### config.mk
export PLATFORM = sky130hd
export DESIGN_NAME = player_action_fsm
export DESIGN_NICKNAME = d
export VERILOG_FILES = /design/src/rtl/sf_pkg.sv /design/src/rtl/jump_physics.sv /design/src/rtl/player_action_fsm.sv
export SDC_FILE = /design/constraint.sdc
export NUM_CORES = 1
export LEC_CHECK = 0
export CORE_ASPECT_RATIO = 2
export CORE_UTILIZATION = 55
export CTS_BUF_LIST = sky130_fd_sc_hd__clkbuf_8
export DETAILED_ROUTE_END_ITERATION = 8
export PLACE_DENSITY = 0.88
export RECOVER_POWER = 50
export SYNTH_ARGS = -nofsm -noshare
export SYNTH_HDL_FRONTEND = slang
export SYNTH_SLANG_ARGS = --single-unit
### constraint.sdc
create_clock -name clk -period 9.75 [get_ports clk]
set_clock_uncertainty 0.1 [all_clocks]
set_input_delay 1.95 -clock clk [delete_from_list [all_inputs] [get_ports clk]]
set_output_delay 1.95 -clock clk [all_outputs]
set_load 0.02 [all_outputs]
### src/rtl/sf_pkg.sv
// Shared definitions for the street-fighter player blocks: action codes, FSM states and
// the saturating horizontal step used by both walking and airborne drift.
package sf_pkg;

    localparam int ACTION_W = 7;
    localparam int POS_W    = 10;
    localparam int JUMP_W   = 9;
    localparam int VEL_W    = 8;

    // Same one-hot codes player_sprite decodes from action[5:0].
    localparam logic [5:0] ACT_WALK   = 6'b000001;
    localparam logic [5:0] ACT_CROUCH = 6'b000010;
    localparam logic [5:0] ACT_SHIELD = 6'b000100;
    localparam logic [5:0] ACT_JUMP   = 6'b001000;
    localparam logic [5:0] ACT_PUNCH  = 6'b010000;
    localparam logic [5:0] ACT_STAND  = 6'b100000;

    typedef enum logic [5:0] {
        ST_WALK   = ACT_WALK,
        ST_CROUCH = ACT_CROUCH,
        ST_SHIELD = ACT_SHIELD,
        ST_JUMP   = ACT_JUMP,
        ST_PUNCH  = ACT_PUNCH,
        ST_STAND  = ACT_STAND
    } state_t;

    typedef logic [POS_W-1:0] pos_t;
    typedef logic [POS_W:0]   wide_pos_t;

    // One step left or right, clamped to [x_min, x_max]; the extra bit keeps the sum from wrapping.
    function automatic pos_t step_x(input pos_t pos, input logic move_left,
                                    input int x_min, input int x_max, input int step);
        wide_pos_t wide;
        wide_pos_t result;
        wide = {1'b0, pos};
        if (move_left) begin
            if (wide <= wide_pos_t'(x_min + step))
                result = wide_pos_t'(x_min);
            else
                result = wide - wide_pos_t'(step);
        end else begin
            if (wide + wide_pos_t'(step) >= wide_pos_t'(x_max))
                result = wide_pos_t'(x_max);
            else
                result = wide + wide_pos_t'(step);
        end
        return pos_t'(result);
    endfunction

endpackage

### src/rtl/jump_physics.sv
// Height/velocity integrator for a jump: loaded on start, integrated once per tick while active,
// and reports landing when the next height would be at or below the floor.
module jump_physics
    import sf_pkg::*;
#(
    parameter int JUMP_V  = 20,
    parameter int GRAVITY = 2
) (
    input  logic              clk,
    input  logic              rst_l,
    input  logic              tick,
    input  logic              start,
    input  logic              active,
    output logic [JUMP_W-1:0] jump_h,
    output logic              landed
);

    logic signed [VEL_W-1:0] vel;
    logic signed [10:0]      sum;

    assign sum    = $signed({2'b00, jump_h}) + $signed({{(11-VEL_W){vel[VEL_W-1]}}, vel});
    assign landed = active && (sum <= 11'sd0);

    always_ff @(posedge clk or negedge rst_l) begin
        if (!rst_l) begin
            jump_h <= '0;
            vel    <= '0;
        end else if (tick) begin
            if (start) begin
                jump_h <= '0;
                vel    <= VEL_W'(JUMP_V);
            end else if (active) begin
                if (sum <= 11'sd0) begin
                    jump_h <= '0;
                    vel    <= '0;
                end else begin
                    jump_h <= sum[JUMP_W-1:0];
                    vel    <= vel - VEL_W'(GRAVITY);
                end
            end
        end
    end

endmodule

### src/rtl/player_action_fsm.sv
// Per-player movement/action controller: turns debounced buttons into the {dir, one-hot} action
// word for player_sprite, plus position, jump height and the punch hit strobe.
module player_action_fsm
    import sf_pkg::*;
#(
    parameter int X_MIN          = 0,
    parameter int X_MAX          = 512,
    parameter int X_INIT         = 64,
    parameter bit DIR_INIT       = 1'b0,
    parameter int WALK_STEP      = 4,
    parameter int JUMP_V         = 20,
    parameter int GRAVITY        = 2,
    parameter int PUNCH_TICKS    = 12,
    parameter int PUNCH_HIT_TICK = 4
) (
    input  logic                clk,
    input  logic                rst_l,
    input  logic                tick,
    input  logic                btn_left,
    input  logic                btn_right,
    input  logic                btn_up,
    input  logic                btn_down,
    input  logic                btn_shield,
    input  logic                btn_punch,
    output logic [ACTION_W-1:0] action,
    output logic [POS_W-1:0]    pos_x,
    output logic [JUMP_W-1:0]   jump_h,
    output logic                punch_hit
);

    localparam int CNT_W = $clog2(PUNCH_TICKS + 1);

    state_t           state;
    state_t           state_next;
    logic             dir;
    logic             dir_next;
    pos_t             pos_next;
    logic [CNT_W-1:0] cnt;
    logic [CNT_W-1:0] cnt_next;
    logic             punch_prev;
    logic             punch_edge;
    logic             one_side;
    logic             jump_start;
    logic             landed;
    logic             hit_next;

    assign punch_edge = btn_punch & ~punch_prev;
    assign one_side   = btn_left ^ btn_right;
    assign action     = {dir, 6'(state)};

    jump_physics #(
        .JUMP_V  (JUMP_V),
        .GRAVITY (GRAVITY)
    ) u_jump (
        .clk    (clk),
        .rst_l  (rst_l),
        .tick   (tick),
        .start  (jump_start),
        .active (state == ST_JUMP),
        .jump_h (jump_h),
        .landed (landed)
    );

    always_comb begin
        state_next = state;
        dir_next   = dir;
        pos_next   = pos_x;
        cnt_next   = cnt;
        jump_start = 1'b0;
        hit_next   = 1'b0;
        case (state)
            ST_JUMP: begin
                // The landing tick ignores every button, drift included.
                if (landed)
                    state_next = ST_STAND;
                else if (one_side)
                    pos_next = step_x(pos_x, btn_left, X_MIN, X_MAX, WALK_STEP);
            end
            ST_PUNCH: begin
                if (cnt == CNT_W'(PUNCH_TICKS - 1)) begin
                    state_next = ST_STAND;
                end else begin
                    cnt_next = cnt + 1'b1;
                    hit_next = (cnt_next == CNT_W'(PUNCH_HIT_TICK));
                end
            end
            default: begin
                if (punch_edge) begin
                    state_next = ST_PUNCH;
                    cnt_next   = '0;
                end else if (btn_up) begin
                    state_next = ST_JUMP;
                    jump_start = 1'b1;
                end else if (btn_shield) begin
                    state_next = ST_SHIELD;
                end else if (btn_down) begin
                    state_next = ST_CROUCH;
                end else if (one_side) begin
                    state_next = ST_WALK;
                    dir_next   = btn_left;
                    pos_next   = step_x(pos_x, btn_left, X_MIN, X_MAX, WALK_STEP);
                end else begin
                    state_next = ST_STAND;
                end
            end
        endcase
    end

    always_ff @(posedge clk or negedge rst_l) begin
        if (!rst_l) begin
            state      <= ST_STAND;
            dir        <= DIR_INIT;
            pos_x      <= POS_W'(X_INIT);
            cnt        <= '0;
            punch_prev <= 1'b0;
            punch_hit  <= 1'b0;
        end else begin
            punch_hit <= tick & hit_next;
            if (tick) begin
                state      <= state_next;
                dir        <= dir_next;
                pos_x      <= pos_next;
                cnt        <= cnt_next;
                punch_prev <= btn_punch;
            end
        end
    end

endmodule
======== Word-level counts from Yosys, hierarchy flattened ========
Index checks and enable logic that the tools add are counted.
cells by class
  reduce and logical (&&, ||, !) cells .... 9
  bitwise logic cells ..................... 11
  multiply operators ...................... 0
  add/subtract/negate cells ............... 5
  mux-type cells .......................... 32
  order comparisons ....................... 3
  shift-type cells ........................ 0
  divide/modulo/power cells ............... 0
  equal/unequal tests ..................... 12
operator list
  operator                                                              count
  2-to-1 mux 10 bit                                                     9
  2-to-1 mux 6 bit                                                      7
  2-to-1 mux 9 bit                                                      3
  2-to-1 mux 8 bit                                                      3
  one-hot mux 10 bit (2 select lines)                                   1
  AND reduction 7 bit                                                   2
  one-hot mux 6 bit (2 select lines)                                    1
  adder 10 x 3 -> 11 bit (second input constant)                        1
  adder 10 x 8 -> 11 bit                                                1
  greater-or-equal comparator 11 x 10 -> 1 bit (second input constant)  1
  <= comparator 11 x 1 -> 1 bit (second input constant)                 1
  <= comparator 10 x 3 -> 1 bit (second input constant)                 1
  subtractor 10 x 3 -> 10 bit (second input constant)                   1
  2-to-1 mux 4 bit                                                      2
  != test 2 x 1 -> 1 bit (second input constant)                        4
  != test 2 bit (second input constant)                                 4
  inverter 1 bit                                                        8
  one-hot mux 4 bit (2 select lines)                                    1
  subtractor 8 x 3 -> 8 bit (second input constant)                     1
  == test 6 x 4 -> 1 bit (second input constant)                        1
  == test 6 x 5 -> 1 bit (second input constant)                        1
  2-to-1 mux 1 bit                                                      5
  adder 4 x 1 -> 4 bit (second input constant)                          1
  == test 4 x 3 -> 1 bit (second input constant)                        1
  9 further kinds                                                       11
word-level totals
  bits in writable memories ............... 0
  bits in latches ......................... 0
  bits in read-only memories .............. 0
  logic and storage cells ................. 80
  output and inout port bits .............. 27
  memories ................................ 0
  flip-flop bits (word level) ............. 40
  input port bits ......................... 9

======== Longest topological paths before layout ========
  depth after elaboration ................. 10
  gate-level depth with buffers ........... 10
  mapped depth without buffers ............ 9

======== Hierarchy ========
A second synthesis with hierarchy kept.
unflattened totals
  cells, all modules ...................... 328
  area total of the unflattened synthesis .. 2862.7 um2
by module, submodules not included
  module             instances  cells each  area an instance (um2)
  player_action_fsm  1          177         1585.3
  jump_physics       1          151         1277.5

======== Worst setup path after synthesis ========
Ideal clock, no wire load.
  path type ............................... reg2reg
  start ................................... register u_jump.jump_h[4]
  end ..................................... register state[1]
  arrival time ............................ 3.132 ns
  cell stages (with the launch flop) ...... 11
  library setup time ...................... 0.125 ns
  path slack .............................. 6.393 ns
  required time ........................... 9.525 ns
  path through ............................ dfrtp_1 ha_1 buf_6 a21o_1 a22oi_1 mux2_2 a2111o_1 and2_1 buf_6 a211oi_4 mux2_4
on the way
  longest elaborated chain between the ends .. 5
RTL lines
  what                                  RTL line                  RTL
  start: declaration                    jump_physics.sv:14        output logic [JUMP_W-1:0] jump_h,
  start signal: assignment              jump_physics.sv:37        jump_h <= sum[JUMP_W-1:0];
  adder 10 x 8 -> 11 bit                jump_physics.sv:21        assign sum = $signed({2'b00, jump_h}) + $signed({{(11-VEL_W){vel[VEL_W-1]}}, vel});
  <= comparator 11 x 1 -> 1 bit         jump_physics.sv:22        assign landed = active && (sum <= 11'sd0);
  logical AND 1 bit                     jump_physics.sv:22
  != test 2 bit (no source line)        n/a
  AND reduction 3 bit (no source line)  n/a
  end signal: assignment                player_action_fsm.sv:120  state <= state_next;
  end: declaration                      player_action_fsm.sv:33   state_t state;
No other way between the ends.
A chain may end at the register's enable or synchronous reset.

======== Worst setup path in the final report ========
  start ................................... input port btn_punch
  end ..................................... register u_jump.vel[5]
on the way
  longest elaborated chain between the ends .. 5
  elaborated cells on any way between the ends .. 6
RTL lines
  what                                  RTL line                 RTL
  start: declaration                    player_action_fsm.sv:24  input logic btn_punch,
  AND 1 bit (*)                         player_action_fsm.sv:47  assign punch_edge = btn_punch & ~punch_prev;
  2-to-1 mux 1 bit (*)                  player_action_fsm.sv:88  if (punch_edge) begin
  2-to-1 mux 1 bit (*)                  player_action_fsm.sv:71  case (state)
  nonzero test 2 bit (no source line)   n/a
  AND reduction 2 bit (no source line)  n/a
  end signal: assignment                jump_physics.sv:31       vel <= VEL_W'(JUMP_V);
  end signal: assignment                jump_physics.sv:38       vel <= vel - VEL_W'(GRAVITY);
  end: declaration                      jump_physics.sv:18       logic signed [VEL_W-1:0] vel;
Every way passes the cells marked *; elsewhere a longest branch is shown, timed or not.

==> impl_metrics.py <==
metrics = {
    "job": {
        "drv_cap": 1,
    },
    "critical_path": {
        "end_kind": "flop",
        "cpPeakStageDelay_ps": 570,
        "path_class": "input pin to flop",
        "path_max_fanout": 16,
        "crit_required_ps": 9830,
        "crit_chain": "dlygate4sd3_1 -> nor2b_1 -> nand3b_1 -> a21o_1 -> nor4b_1 -> xnor2_1 -> nor2_1",
        "critical_path_buf_inv_count": 1,
        "cpLargestDelayFamily": "simple AND/OR/NAND/NOR gates",
        "crit_path_start_kind": "input pin",
        "slowest_stage": "dlygate4sd3_1",
        "cp.arrival_ps": 4000,
    },
    "final_layout": {
        "finalNetCount": 340,
        "antenna_cells": 0,
        "fillers": 394,
        "final_cells": 372,
        "seqCellArea_um2": 928.4,
        "area.growth.synth_to_final_pct": 16.59,
        "finalInstanceArea_um2": 3060,
        "final_common_cell": "dfrtp_1",
        "drive_gt1_frac": 0.08202,
        "most-common-layout-cells": "dfrtp_1 (35), nand2_1 (30), o21ai_0 (28), clkdlybuf4s50_1 (23), nor2_1 (16)",
        "multi_input_area_um2": 1560,
    },
    "die": {
        "coreArea_um2": 4598,
        "die_area_um2": 5070,
        "io_pins": 36,
        "die_w_um": 50.85,
        "die_h_um": 99.70,
        "num_rows": 35,
        "initial_core_util": 0.5709,
    },
    "place": {
        "gp_congestion": 0.8989,
        "place_inst": 364,
        "dpl_cell_area_um2": 2928,
        "io_buffer_count": 33,
        "place_hpwl_um": 5124,
        "pre_cts_ws_ps": 5679,
    },
    "worst_hold_path": {
        "hold_path.class": "flop to flop",
    },
    "global_route": {
        "grt_usage": 0.2874,
        "grt_max_degree": 38,
        "grt_first_pass_wirelength_um": 10750,
        "grt_pass1_vias": 2418,
        "overflow": 0,
        "antenna_found_initial": 0,
    },
    "detailed_routing": {
        "vias_per_cell": 6.371,
        "drc": 0,
        "drtPass1Iterations": 4,
        "drtAntennaViolNets": 0,
        "drt_iter0_drc": 59,
        "dr_total_vias": 2370,
        "wl_per_cell_um": 17.93,
        "routed_wl_um": 6670,
    },
    "cts": {
        "clk_pin_slew_ps": 80,
        "cts.path.max_buffers": 2,
        "numCtsBuffers": 5,
        "post_cts_buffers": 0,
        "ctsHoldBuffers": 0,
        "worstSkewPairLatency_ps": 310,
        "htreeDepth": 2,
        "cts_tree": "yes",
        "numClockSinks": 37,
        "clock_tree.root_cell": "clkbuf_8",
        "post_cts_resized": 0,
    },
    "synthesis": {
        "yosys_register_bits": 37,
        "synth_cell_types": 63,
        "avgSynthCellArea_um2": 9.021,
        "synth_top_flop_cell": "dfrtp_1",
        "synth.yosys.seq_area_share": 0.3537,
        "yosysWarnings": 0,
        "synth_top_cell_area_share": 0.3337,
        "yosys.area.top_type": "dfrtp_1",
        "synthCells": 291,
        "synth_area_um2": 2625,
        "synth_edf_count": 0,
        "ys_top_cells_by_area": "dfrtp_1 (33%), ha_1 (7.1%), o21ai_0 (5.1%)",
        "async_reset_ff_frac": 1.000,
    },
    "power": {
        "p_per_area_nw_per_um2": 325.2,
        "total_leakage_power_nw": 1.336,
        "vdd_drop_max_mv": 0.1890,
    },
    "timing": {
        "fmax_ghz": 0.2550,
        "drv_slew": 38,
        "setup-tns-final_ps": 0,
        "layout_setup_ws_ps": 5828,
        "relSlewSlack": -0.3319,
        "min_period_over_period": 0.4023,
        "grt_setup_unrepaired": "false",
        "min_period_ps": 3922,
        "finalHoldViolations": 0,
        "max_slew.worst_pin.slew_ps": 1998,
        "setup-violations-final": 0,
    },
    "run_status": {
        "status": "complete, but fails checks",
        "violations": "capacitance limit, slew limit",
    },
}
[tightest hold or removal path, delay by kind of cell (launching register included)]
| family | cells | cell delay [ps] |
|---|---|---|
| compound gates | 1 | 60 |
| flops | 1 | 370 |
| simple gates | 1 | 50 |
[final cells by class]
type | instances | area share
clock buffer | 5 | 0.02249
clock inverter | 3 | 0.02126
inverter | 12 | 0.01472
multi-input combinational | 227 | 0.5098
sequential | 37 | 0.3034
tap | 55 | 0.02249
timing repair buffer | 33 | 0.1059
[synthesized netlist by cell type (2+ instances only)]
cell / instances
o22a_1: 3
or2_2: 2
a22oi_1: 3
ha_1: 15
mux2_2: 4
nor2_1: 16
a2111o_1: 2
nand3b_1: 2
buf_6: 3
nor3_1: 6
nor2b_1: 8
nor3b_1: 2
xnor2_1: 9
dfstp_2: 2
a211oi_1: 2
o22ai_1: 2
clkbuf_1: 9
nand3_1: 9
xor2_1: 3
mux2_4: 4
o21ai_0: 27
nand2b_1: 4
and3_1: 3
and2_1: 5
dfrtp_1: 35
inv_1: 12
o32a_1: 2
nand2_1: 30
a21oi_1: 15
a21o_1: 6
buf_4: 3
nor4_1: 3
o31ai_1: 5
o41ai_1: 2
a32o_1: 2
nor4b_1: 2
a2111oi_0: 3
[metal layers]
layer / vias to the layer above / routed length [um] / track usage / share of wire
li1: 1112 / - / - / -
met1: 1156 / 2249 / 0.2542 / 0.34
met2: 73 / 3880 / 0.5569 / 0.58
met3: 29 / 185 / 0.03517 / 0.028
met4: 0 / 354 / 0.2051 / 0.053
met5: - / 0 / 0 / 0
[per-stage QoR]
stage	util	hold slack [ps]	power (mW)
2_1_floorplan	-	380.6	0.6725
3_3_place_gp	0.6367	404.4	0.8156
3_5_place_dp	0.6367	416.3	0.8291
4_1_cts	0.6659	432.6	0.9951
5_1_grt	0.6656	459.4	1.058
6_report	0.6656	419.9	0.9953
[report_power, final]
| part | leakage, nW | internal [mW] | switching (mW) | total (mW) |
|---|---|---|---|---|
| Clock | 0.0681 | 0.102 | 0.0587 | 0.160 |
| Combinational | 0.791 | 0.231 | 0.320 | 0.552 |
| Sequential | 0.476 | 0.209 | 0.0745 | 0.283 |
[cells by family after synthesis]
logic type / count (synthesis) / share of synthesized area
simple gates: 100 / 0.1978
other cells: 1 / 0.001429
fa+ha+maj: 15 / 0.07150
xor+xnor: 12 / 0.04004
flops: 37 / 0.3537
mux: 8 / 0.04004
compound gates: 90 / 0.2421
buf+inv: 28 / 0.05338
[path summary, 6_finish.rpt]
kind / from / to / slack [ps] / cells past startpoint
worst max-delay path: btn_punch / u_jump.vel[5] / 5830 / 7
worst min-delay path: u_jump.jump_h[5] / u_jump.jump_h[5] / 420 / 2
worst max register to register: u_jump.vel[4] / state[4] / 6070 / 8
worst min register to register: u_jump.jump_h[5] / u_jump.jump_h[5] / 420 / 2
max in group asynchronous: rst_l / punch_prev / 6300 / 1
min in group asynchronous: rst_l / u_jump.vel[5] / 2110 / 1
[registers in the layout, summed over array words and instances (netlist names)]
signal,count
punch_hit,1
u_jump.vel,7
dir,1
punch_prev,1
u_jump.jump_h,9
state,6
cnt,4
pos_x,8
(Power assumes the default switching activity.)
